`src/rtl/dcache_pkg.sv`:
```
// dcache_pkg -- shared definitions for the direct-mapped data cache.
//   * Controller state enumeration (IDLE, WRITEBACK, FETCH, UPDATE)
//   * Address / block / byte width constants
//   * select_byte(): pulls one byte lane out of a 32-bit block
// Optional feature macro used by the cache: DCACHE_STATS_EN (hit/miss counters).
package dcache_pkg;

    localparam int ADDR_W       = 8;   // CPU byte address width
    localparam int BLOCK_ADDR_W = 6;   // main-memory block address width
    localparam int OFFSET_W     = 2;   // byte offset inside a 4-byte block
    localparam int BYTE_W       = 8;
    localparam int WORD_W       = 32;  // block size in bits
    localparam int STAT_W       = 16;  // width of the optional counters

    typedef enum logic [1:0] {
        IDLE      = 2'd0,
        WRITEBACK = 2'd1,
        FETCH     = 2'd2,
        UPDATE    = 2'd3
    } state_t;

    // Byte k of a block lives in bits [8k+7:8k].
    function automatic logic [BYTE_W-1:0] select_byte(
        input logic [WORD_W-1:0]   block,
        input logic [OFFSET_W-1:0] offset
    );
        return block[offset*BYTE_W +: BYTE_W];
    endfunction

endpackage

```
`src/rtl/dcache_array.sv`:
```
// dcache_array -- valid/dirty/tag/data storage for the direct-mapped cache.
// Ports:
//   clk, rst         clock, asynchronous active-high reset (clears valid/dirty)
//   rd_index         block selected for the combinational read port
//   rd_valid/dirty   status bits of the selected block
//   rd_tag/rd_data   stored tag and 32-bit block of the selected block
//   byte_we/...      byte write port (CPU write hit): stores one byte, sets dirty
//   fill_we/...      block fill port (miss completion): data+tag, valid=1, dirty=0
// Tag and data arrays carry no reset; only valid/dirty need clearing.
module dcache_array
    import dcache_pkg::*;
#(
    parameter int INDEX_W = 3
) (
    input  logic                            clk,
    input  logic                            rst,
    input  logic [INDEX_W-1:0]              rd_index,
    output logic                            rd_valid,
    output logic                            rd_dirty,
    output logic [BLOCK_ADDR_W-INDEX_W-1:0] rd_tag,
    output logic [WORD_W-1:0]               rd_data,
    input  logic                            byte_we,
    input  logic [INDEX_W-1:0]              byte_index,
    input  logic [OFFSET_W-1:0]             byte_offset,
    input  logic [BYTE_W-1:0]               byte_data,
    input  logic                            fill_we,
    input  logic [INDEX_W-1:0]              fill_index,
    input  logic [BLOCK_ADDR_W-INDEX_W-1:0] fill_tag,
    input  logic [WORD_W-1:0]               fill_data
);

    localparam int TAG_W      = BLOCK_ADDR_W - INDEX_W;
    localparam int NUM_BLOCKS = 2 ** INDEX_W;

    logic [TAG_W-1:0]      tag_mem  [NUM_BLOCKS];
    logic [WORD_W-1:0]     data_mem [NUM_BLOCKS];
    logic [NUM_BLOCKS-1:0] valid_vec;
    logic [NUM_BLOCKS-1:0] dirty_vec;

    // One status flop pair per block so the async clear is a plain flop reset.
    genvar gi;
    generate
        for (gi = 0; gi < NUM_BLOCKS; gi++) begin : g_block
            logic valid_reg;
            logic dirty_reg;

            always_ff @(posedge clk or posedge rst) begin
                if (rst) begin
                    valid_reg <= 1'b0;
                    dirty_reg <= 1'b0;
                end else if (fill_we && (fill_index == INDEX_W'(gi))) begin
                    valid_reg <= 1'b1;
                    dirty_reg <= 1'b0;
                end else if (byte_we && (byte_index == INDEX_W'(gi))) begin
                    dirty_reg <= 1'b1;
                end
            end

            assign valid_vec[gi] = valid_reg;
            assign dirty_vec[gi] = dirty_reg;
        end
    endgenerate

    always_ff @(posedge clk) begin
        if (fill_we) begin
            data_mem[fill_index] <= fill_data;
            tag_mem[fill_index]  <= fill_tag;
        end else if (byte_we) begin
            data_mem[byte_index][byte_offset*BYTE_W +: BYTE_W] <= byte_data;
        end
    end

    assign rd_valid = valid_vec[rd_index];
    assign rd_dirty = dirty_vec[rd_index];
    assign rd_tag   = tag_mem[rd_index];
    assign rd_data  = data_mem[rd_index];

endmodule

```
`src/rtl/dcache.sv`:
```
// dcache -- direct-mapped, write-back, write-allocate byte-wide data cache.
// Ports:
//   CLK, RESET            clock, asynchronous active-high reset
//   READ, WRITE           CPU requests (both high = write), held while BUSYWAIT
//   ADDRESS               {tag, index, offset} byte address
//   WRITEDATA, READDATA   CPU byte in / out (READDATA is 0 unless read hit)
//   BUSYWAIT              CPU stall
//   MEM_READ, MEM_WRITE   main-memory strobes, held until MEM_BUSYWAIT is low
//   MEM_ADDRESS           block address
//   MEM_WRITEDATA         victim block during write-back
//   MEM_READDATA          fetched block
//   MEM_BUSYWAIT          memory stall
//   HIT_COUNT, MISS_COUNT saturating counters, only with DCACHE_STATS_EN defined
module dcache
    import dcache_pkg::*;
#(
    parameter int INDEX_W = 3
) (
    input  logic                    CLK,
    input  logic                    RESET,
    input  logic                    READ,
    input  logic                    WRITE,
    input  logic [ADDR_W-1:0]       ADDRESS,
    input  logic [BYTE_W-1:0]       WRITEDATA,
    output logic [BYTE_W-1:0]       READDATA,
    output logic                    BUSYWAIT,
    output logic                    MEM_READ,
    output logic                    MEM_WRITE,
    output logic [BLOCK_ADDR_W-1:0] MEM_ADDRESS,
    output logic [WORD_W-1:0]       MEM_WRITEDATA,
    input  logic [WORD_W-1:0]       MEM_READDATA,
    input  logic                    MEM_BUSYWAIT
`ifdef DCACHE_STATS_EN
    ,
    output logic [STAT_W-1:0]       HIT_COUNT,
    output logic [STAT_W-1:0]       MISS_COUNT
`endif
);

    localparam int TAG_W = BLOCK_ADDR_W - INDEX_W;

    state_t              state_reg, state_next;
    logic [WORD_W-1:0]   fetch_data_reg;

    logic [TAG_W-1:0]    addr_tag;
    logic [INDEX_W-1:0]  addr_index;
    logic [OFFSET_W-1:0] addr_offset;

    logic                blk_valid, blk_dirty;
    logic [TAG_W-1:0]    blk_tag;
    logic [WORD_W-1:0]   blk_data;

    logic req, hit, read_only, byte_we, fill_we, fetch_done;

    assign addr_tag    = ADDRESS[ADDR_W-1:OFFSET_W+INDEX_W];
    assign addr_index  = ADDRESS[OFFSET_W+INDEX_W-1:OFFSET_W];
    assign addr_offset = ADDRESS[OFFSET_W-1:0];

    assign req       = READ | WRITE;
    assign read_only = READ & ~WRITE;
    assign hit       = blk_valid & (blk_tag == addr_tag);

    assign byte_we    = (state_reg == IDLE) & WRITE & hit;
    assign fill_we    = (state_reg == UPDATE);
    assign fetch_done = (state_reg == FETCH) & ~MEM_BUSYWAIT;

    dcache_array #(.INDEX_W(INDEX_W)) u_array (
        .clk        (CLK),
        .rst        (RESET),
        .rd_index   (addr_index),
        .rd_valid   (blk_valid),
        .rd_dirty   (blk_dirty),
        .rd_tag     (blk_tag),
        .rd_data    (blk_data),
        .byte_we    (byte_we),
        .byte_index (addr_index),
        .byte_offset(addr_offset),
        .byte_data  (WRITEDATA),
        .fill_we    (fill_we),
        .fill_index (addr_index),
        .fill_tag   (addr_tag),
        .fill_data  (fetch_data_reg)
    );

    always_ff @(posedge CLK or posedge RESET) begin
        if (RESET) begin
            state_reg      <= IDLE;
            fetch_data_reg <= '0;
        end else begin
            state_reg <= state_next;
            if (fetch_done) begin
                fetch_data_reg <= MEM_READDATA;
            end
        end
    end

    always_comb begin
        state_next    = state_reg;
        MEM_READ      = 1'b0;
        MEM_WRITE     = 1'b0;
        MEM_ADDRESS   = '0;
        MEM_WRITEDATA = '0;
        case (state_reg)
            IDLE: begin
                if (req && !hit) begin
                    state_next = (blk_valid && blk_dirty) ? WRITEBACK : FETCH;
                end
            end
            WRITEBACK: begin
                // Victim address comes from the stored tag, not the CPU tag.
                MEM_WRITE     = 1'b1;
                MEM_ADDRESS   = {blk_tag, addr_index};
                MEM_WRITEDATA = blk_data;
                if (!MEM_BUSYWAIT) begin
                    state_next = FETCH;
                end
            end
            FETCH: begin
                MEM_READ    = 1'b1;
                MEM_ADDRESS = ADDRESS[ADDR_W-1:OFFSET_W];
                if (!MEM_BUSYWAIT) begin
                    state_next = UPDATE;
                end
            end
            UPDATE: begin
                state_next = IDLE;
            end
            default: begin
                state_next = IDLE;
            end
        endcase
    end

    // BUSYWAIT is forced low while RESET is high so the CPU sees the
    // abandoned miss released immediately, even with its request still up.
    assign BUSYWAIT = ~RESET & ((state_reg != IDLE) | (req & ~hit));
    assign READDATA = ((state_reg == IDLE) && read_only && hit)
                      ? select_byte(blk_data, addr_offset) : '0;

`ifdef DCACHE_STATS_EN
    logic [STAT_W-1:0] hit_count_reg, miss_count_reg;
    // High for the first IDLE cycle after a fill: that hit finishes a miss
    // already counted, so it is not counted again as a hit.
    logic              completing_reg;

    always_ff @(posedge CLK or posedge RESET) begin
        if (RESET) begin
            hit_count_reg  <= '0;
            miss_count_reg <= '0;
            completing_reg <= 1'b0;
        end else begin
            completing_reg <= (state_reg == UPDATE);
            if ((state_reg == IDLE) && req) begin
                if (hit && !completing_reg && (hit_count_reg != {STAT_W{1'b1}})) begin
                    hit_count_reg <= hit_count_reg + 1'b1;
                end
                if (!hit && (miss_count_reg != {STAT_W{1'b1}})) begin
                    miss_count_reg <= miss_count_reg + 1'b1;
                end
            end
        end
    end

    assign HIT_COUNT  = hit_count_reg;
    assign MISS_COUNT = miss_count_reg;
`endif

endmodule

```
`config.mk`:
```
export PLATFORM = sky130hd
export DESIGN_NAME = dcache
export DESIGN_NICKNAME = d
export VERILOG_FILES = /design/src/rtl/dcache_pkg.sv /design/src/rtl/dcache_array.sv /design/src/rtl/dcache.sv
export SDC_FILE = /design/constraint.sdc
export NUM_CORES = 1
export LEC_CHECK = 0
export ABC_AREA = 1
export CORE_ASPECT_RATIO = 1.4
export CORE_MARGIN = 2
export CORE_UTILIZATION = 45
export DETAILED_ROUTE_END_ITERATION = 7
export PLACE_DENSITY = 0.63
export SETUP_SLACK_MARGIN = 0.2
export SKIP_LAST_GASP = 1
export SYNTH_ARGS = -nofsm -noshare
export SYNTH_HDL_FRONTEND = slang
export SYNTH_SLANG_ARGS = --single-unit
```
`constraint.sdc`:
```
create_clock -name CLK -period 5.1 [get_ports CLK]
set_clock_uncertainty 0.1 [all_clocks]
set_input_delay 1.02 -clock CLK [delete_from_list [all_inputs] [get_ports CLK]]
set_output_delay 1.02 -clock CLK [all_outputs]
set_load 0.005 [all_outputs]
```
### Word level (Yosys, flattened, before mapping)

Memory sizes are Yosys's and may differ from the RTL's.
Cells that the tools add are included.

| word-level totals | value |
|---|---|
| register bits after elaboration | 50 |
| memory bits (writable) | 280 |
| bits of input ports | 53 |
| output and inout port bits | 49 |
| memories kept | 2 |

| cells by class | value |
|---|---|
| $add $sub $neg | 1 |
| magnitude comparators | 1 |
| eq/ne operators | 14 |
| shift operators | 3 |
| mux-type cells | 67 |
| bitwise logic cells | 45 |
| reductions and logical operators | 33 |

Memory list:

| memory | words | bits a word | read ports | clocked after Yosys merged registers in | wr ports | line | RTL |
|---|---|---|---|---|---|---|---|
| u_array.data_mem | 8 | 32 | 1 | 0 | 1 | dcache_array.sv:36 | `logic [WORD_W-1:0] data_mem [NUM_BLOCKS];` |
| u_array.tag_mem | 8 | 3 | 1 | 0 | 1 | dcache_array.sv:35 | `logic [TAG_W-1:0] tag_mem [NUM_BLOCKS];` |

Operators by type and width:

| cell | number |
|---|---|
| $mux 32 | 2 |
| $mux 1 | 56 |
| $neg 5->34 | 1 |
| $or 1x1->1 | 34 |
| $shift 8x34->32 const A | 1 |
| $shiftx 8x34->32 | 1 |
| $shiftx 32x6->8 | 1 |
| $logic_and 1x1->1 | 20 |
| $reduce_bool 2->1 | 9 |
| $eq 3x3->1 const B | 4 |
| $pmux 6 s2 | 1 |
| $mux 2 | 4 |
| $mux 8 | 1 |
| $pmux 2 s4 | 1 |
| $and 1x1->1 | 7 |
| $bmux 1 s3 | 2 |
| $eq 3x2->1 const B | 2 |
| $ne 2x2->1 const B | 3 |
| $eq 2x2->1 const B | 2 |
| $lt 3x4->1 const B | 1 |
| $not 1->1 | 4 |
| $eq 3x1->1 const B | 1 |
| $eq 3x3->1 | 1 |
| $logic_not 3->1 | 1 |
| other kinds (4) | 4 |

### Depth between registers and ports, before layout

| logic depth | value |
|---|---|
| word-level depth | 8 |
| gate-level depth with buffers | 16 |
| gate-level depth less buffers | 14 |

### Hierarchy

From an unflattened synthesis, not the netlist that was laid out.

| unflattened totals | value |
|---|---|
| cells, all modules | 1343 |
| area, all modules | 14621.5 µm² |

Modules (own cells, without submodules):

| module | instances | cells an instance | area each (µm²) | sequential area each (µm²) |
|---|---|---|---|---|
| dcache_array | 1 | 1080 | 12410.7 | 8808.4 |
| dcache | 1 | 263 | 2210.9 | 850.8 |

### Worst setup path before layout

OpenSTA, ideal clock, no wires.

| timing path | value |
|---|---|
| path type | input to output |
| from | input port ADDRESS[2] |
| to | output port READDATA[0] |
| data arrival time | 2.372 ns |
| setup slack | 1.608 ns |
| stages | 13 |
| cells stage by stage | buf_6 buf_6 o21ai_1 nand2_1 nand2_1 nand2_1 nand2_1 nand2_2 inv_1 nand2_1 nor2_2 nand4_1 nor2_1 |

| between the ends | value |
|---|---|
| cells in the longest elaborated chain, start to end | 5 |
| elaborated cells on any way between the ends | 9 |
| those cells by class | eq/ne: 1; shift: 1; mux: 3; bitwise: 1; reduce/logical: 1; memory: 2 |

Ends and longest elaborated chain:

| item | line | RTL |
|---|---|---|
| start: declaration | dcache.sv:23 | `input logic [ADDR_W-1:0] ADDRESS,` |
| parallel branches: the longest is 4 deep, another holds $mem_v2 8x32 | n/a |  |
| $mux 8 (*) | dcache.sv:138 | `? select_byte(blk_data, addr_offset) : '0;` |
| end: declaration | dcache.sv:25 | `output logic [BYTE_W-1:0] READDATA,` |

Every way passes the cells marked *. The select of a mux whose other input is x is not followed.

### Final worst setup path

Same ends and word-level chain as after synthesis.

==> impl_results.md <==
- Placement Cell Area: 15980 um^2
- Synth Area per Inst: 10.81 um^2
- Port Buffers: 101
- Peak supply drop: 286.9 uV
- Hold-fix buffers, CTS: 0
- Min-delay src: u_array.g_block[1].valid_reg$_DFFE_PP0P_
- Min Hold Slack: 0.3574 ns
- Area delta synth->final: 16.64%
- Maximum buffer depth of the clock tree: 3
- Initial DRC Count: 791
- Largest net degree at the start of global routing: 51
- Yosys warns: 0
- H-tree Lvls: 1
- Worst setup SP type: input port
- Initial antenna violation count: 0
- Top-area cell type share of the netlist area: 0.5816
- Met1 WL: 15510 um
- Least-Margin Pin Slew: 1.098 ns
- Number of global-route vias before repair: 9948
- DR top layer: met4
- Syn Inst Count: 1337
- Critical path arrival: 3.55 ns
- Final Cell Area: 16860 um^2
- Total wire length: 37600 um
- Skew-Pair Late Insertion Delay: 0.57 ns
- Multi-input gate area: 4108 um^2
- Reg2Reg Depth: 5
- Outcome: completed
- Initial Util: 0.4575
- Critical Path End Type: output port
- # rows: 77
- Synth Register Bits: 330
- Largest register FFs: 256
- Avg WL per Cell: 20.23 um
- Unrepaired setup endpoints after global routing: no
- CTS buffer count: 29
- Routed length on met3: 2598 um
- Syn Nets: 1399
- Seq/Total Area, Yosys: 0.6682
- Synth unique cells: 34
- Worst min-delay path class: flip-flop to flip-flop
- Top cell type by total area after synthesis: edfxtp_1
- Register area: 9659 um^2
- Pwr dens: 424.8 nW/um^2
- Critical-path top delay cell: clkdlybuf4s50_1
- Largest fanout on the critical path: 7
- Hold EP: u_array.g_block[1].valid_reg$_DFFE_PP0P_
- Pleak: 6.492 nW
- Number of diodes: 0
- CP most frequent cell: nand2_1
- Nets: 1503
- CP Data Required Time: 3.98 ns
- Die width: 155.5 um
- WL met2: 18440 um
- Dpl hpwl: 26320 um
- TritonRoute pass-1 iters: 7
- Cell Area, Synth: 14460 um^2
- Synth area leaders: edfxtp_1 (58%), nand2_1 (12%), dfrtp_1 (8.7%), nand4_1 (3.8%), mux2_2 (2.3%)
- CTS tree: built
- Vias/cell: 5.479
- Critical path's largest stage delay: 0.52 ns
- Top cell family by delay on the critical path: buffers and inverters
- Total I/O pin count: 102
- Maxcap violations: 0
- Die H: 216.1 um
- Clk root buf: clkbuf_16
- CORE AREA: 31600 um^2
- Total negative slack: 0 ns
- Share of layout cells above drive strength 1: 0.09290
- FF-to-FF Start: state_reg[0]$_DFFE_PP0P_
- WP buf/inv: 5
- R2r setup slk: 2.07 ns
- Hold path depth: 2
- Slew margin rel.: 0.2671
- Total GRT Usage: 0.2254
- Crit path cell chain: dlygate4sd2_1, buf_4, nand2_1, o21ai_1, nand2_1, nand2_1, nand2_1, nand2_1, nand2_2, inv_1, nand2_1, nor2_2, nand4_1, buf_4, nor2_1, clkdlybuf4s50_1
- Setup Viol. Count Final: 0
- Min Clock Period, post-route: 4.669 ns
- RD Place Congestion: 0.8780
- Post-route ant nets: 0
- Fillers: 2759
- Kind of critical path: input port to output port
- Ratio of final minimum period to clock period: 0.9155
- Drt drc: 0
- FF-to-FF End: u_array.data_mem[4][5]$_DFFE_PP_
- Die area: 33600 um^2
- FMAX: 0.2142 GHz
- Final hold vios: 0
- Clock slew at reported path FFs: 0.06 ns
- Via count: 10190
- # clock sinks: 330
- First-pass GRT wire length: 57880 um
- Grt ovf: 0
- Max-slew violations: 0
-- cell usage in the layout, fill, tap and decap left out, types with 3 or more instances in the layout --
master	n
nand2_1	472
edfxtp_1	280
clkdlybuf4s50_1	98
nand4_1	87
inv_1	85
nor2_1	67
nand3_1	50
dfrtp_1	50
nor3_1	35
buf_4	34
mux2_2	30
clkbuf_16	29
o21ai_0	28
a22oi_1	17
clkinv_1	16
o22ai_1	13
a21oi_1	11
ha_1	9
inv_2	5
buf_12	5
nand2_2	4
nor2_4	4
o21ai_4	4
inv_6	3
clkinvlp_4	3
clkinv_2	3
-- per-stage QoR --
step                power [mW]  utilization  instances  setup slack (ns)
finish                   7.164       0.5336       1859            0.4312
global route             7.465       0.5336       1859            0.2196
CTS                      7.197       0.5336       1859            0.4305
detailed placement       5.179       0.5057       1804            0.1560
global placement         5.144       0.5057       1804            0.1984
floorplan                4.529            -       1337             1.608
-- what timing repair did --
| action | in CTS | in global routing |
|---|---|---|
| resized for setup | 2 | 0 |
| endpoints found under the hold margin | 0 | 0 |
| setup endpoints to repair | 4 | 0 |
| buffers inserted | 1 | 0 |
-- layout make-up --
class | count | share of cell area
timing repair buffer | 140 | 0.08058
multi-input combinational | 844 | 0.2436
inverter | 96 | 0.02167
sequential | 330 | 0.5728
tap | 395 | 0.02931
clock inverter | 23 | 0.008533
clock buffer | 31 | 0.04348
-- worst max path at each step --
stage / from / end / slack, ns / cells past startpoint
2_1_floorplan: ADDRESS[2] / READDATA[0] / 1.61 / 13
3_3_place_gp: ADDRESS[2] / READDATA[7] / 0.20 / 13
3_5_place_dp: ADDRESS[2] / READDATA[0] / 0.16 / 15
4_1_cts: ADDRESS[2] / READDATA[0] / 0.43 / 16
5_1_grt: ADDRESS[2] / READDATA[0] / 0.22 / 15
6_report: ADDRESS[2] / READDATA[0] / 0.43 / 16
-- cells by family (layout without fill, tap and decap cells) --
logic type	count (synthesis)	after routing	synth area share
adders and majority gates	9	9	0.007790
buffers and inverters	163	290	0.04873
AOI/OAI and AO/OA	75	75	0.03323
muxes	32	32	0.02493
and+or+nand+nor	728	728	0.2172
DFF	330	330	0.6682
-- power by group --
part,internal (mW),switching (mW)
registers,3.51,0.117
logic,0.512,0.987
clock network,1.09,0.949
total,5.11,2.05
-- cells in the mapped netlist, drive strengths merged --
cell type / instances
a22oi: 17
mux2: 32
edfxtp: 280
o21ai: 33
a21oi: 11
o22ai: 13
dfrtp: 50
clkinv: 4
nand3: 53
nor3: 35
buf: 42
nand3b: 2
a31oi: 1
inv: 92
nand4: 87
ha: 9
nand2: 476
nor2: 73
clkbuf: 25
or2: 2
-- worst register-to-register path: cells and delay by family (launching register included) --
| kind | cells | cell delay, ns |
|---|---|---|
| adder cells (fa/ha/maj) | 1 | 0.24 |
| buffers and inverters | 1 | 0.80 |
| flip-flops | 1 | 0.41 |
| AND/OR/NAND/NOR | 3 | 1.12 |
-- metal layers --
layer  vias to the layer above  GRT usage
met3                        68    0.02579
li1                       4803          -
met4                         0    0.07278
met2                       422     0.3819
met5                         -          0
met1                      4893     0.3051
(Power assumes the default switching activity.)
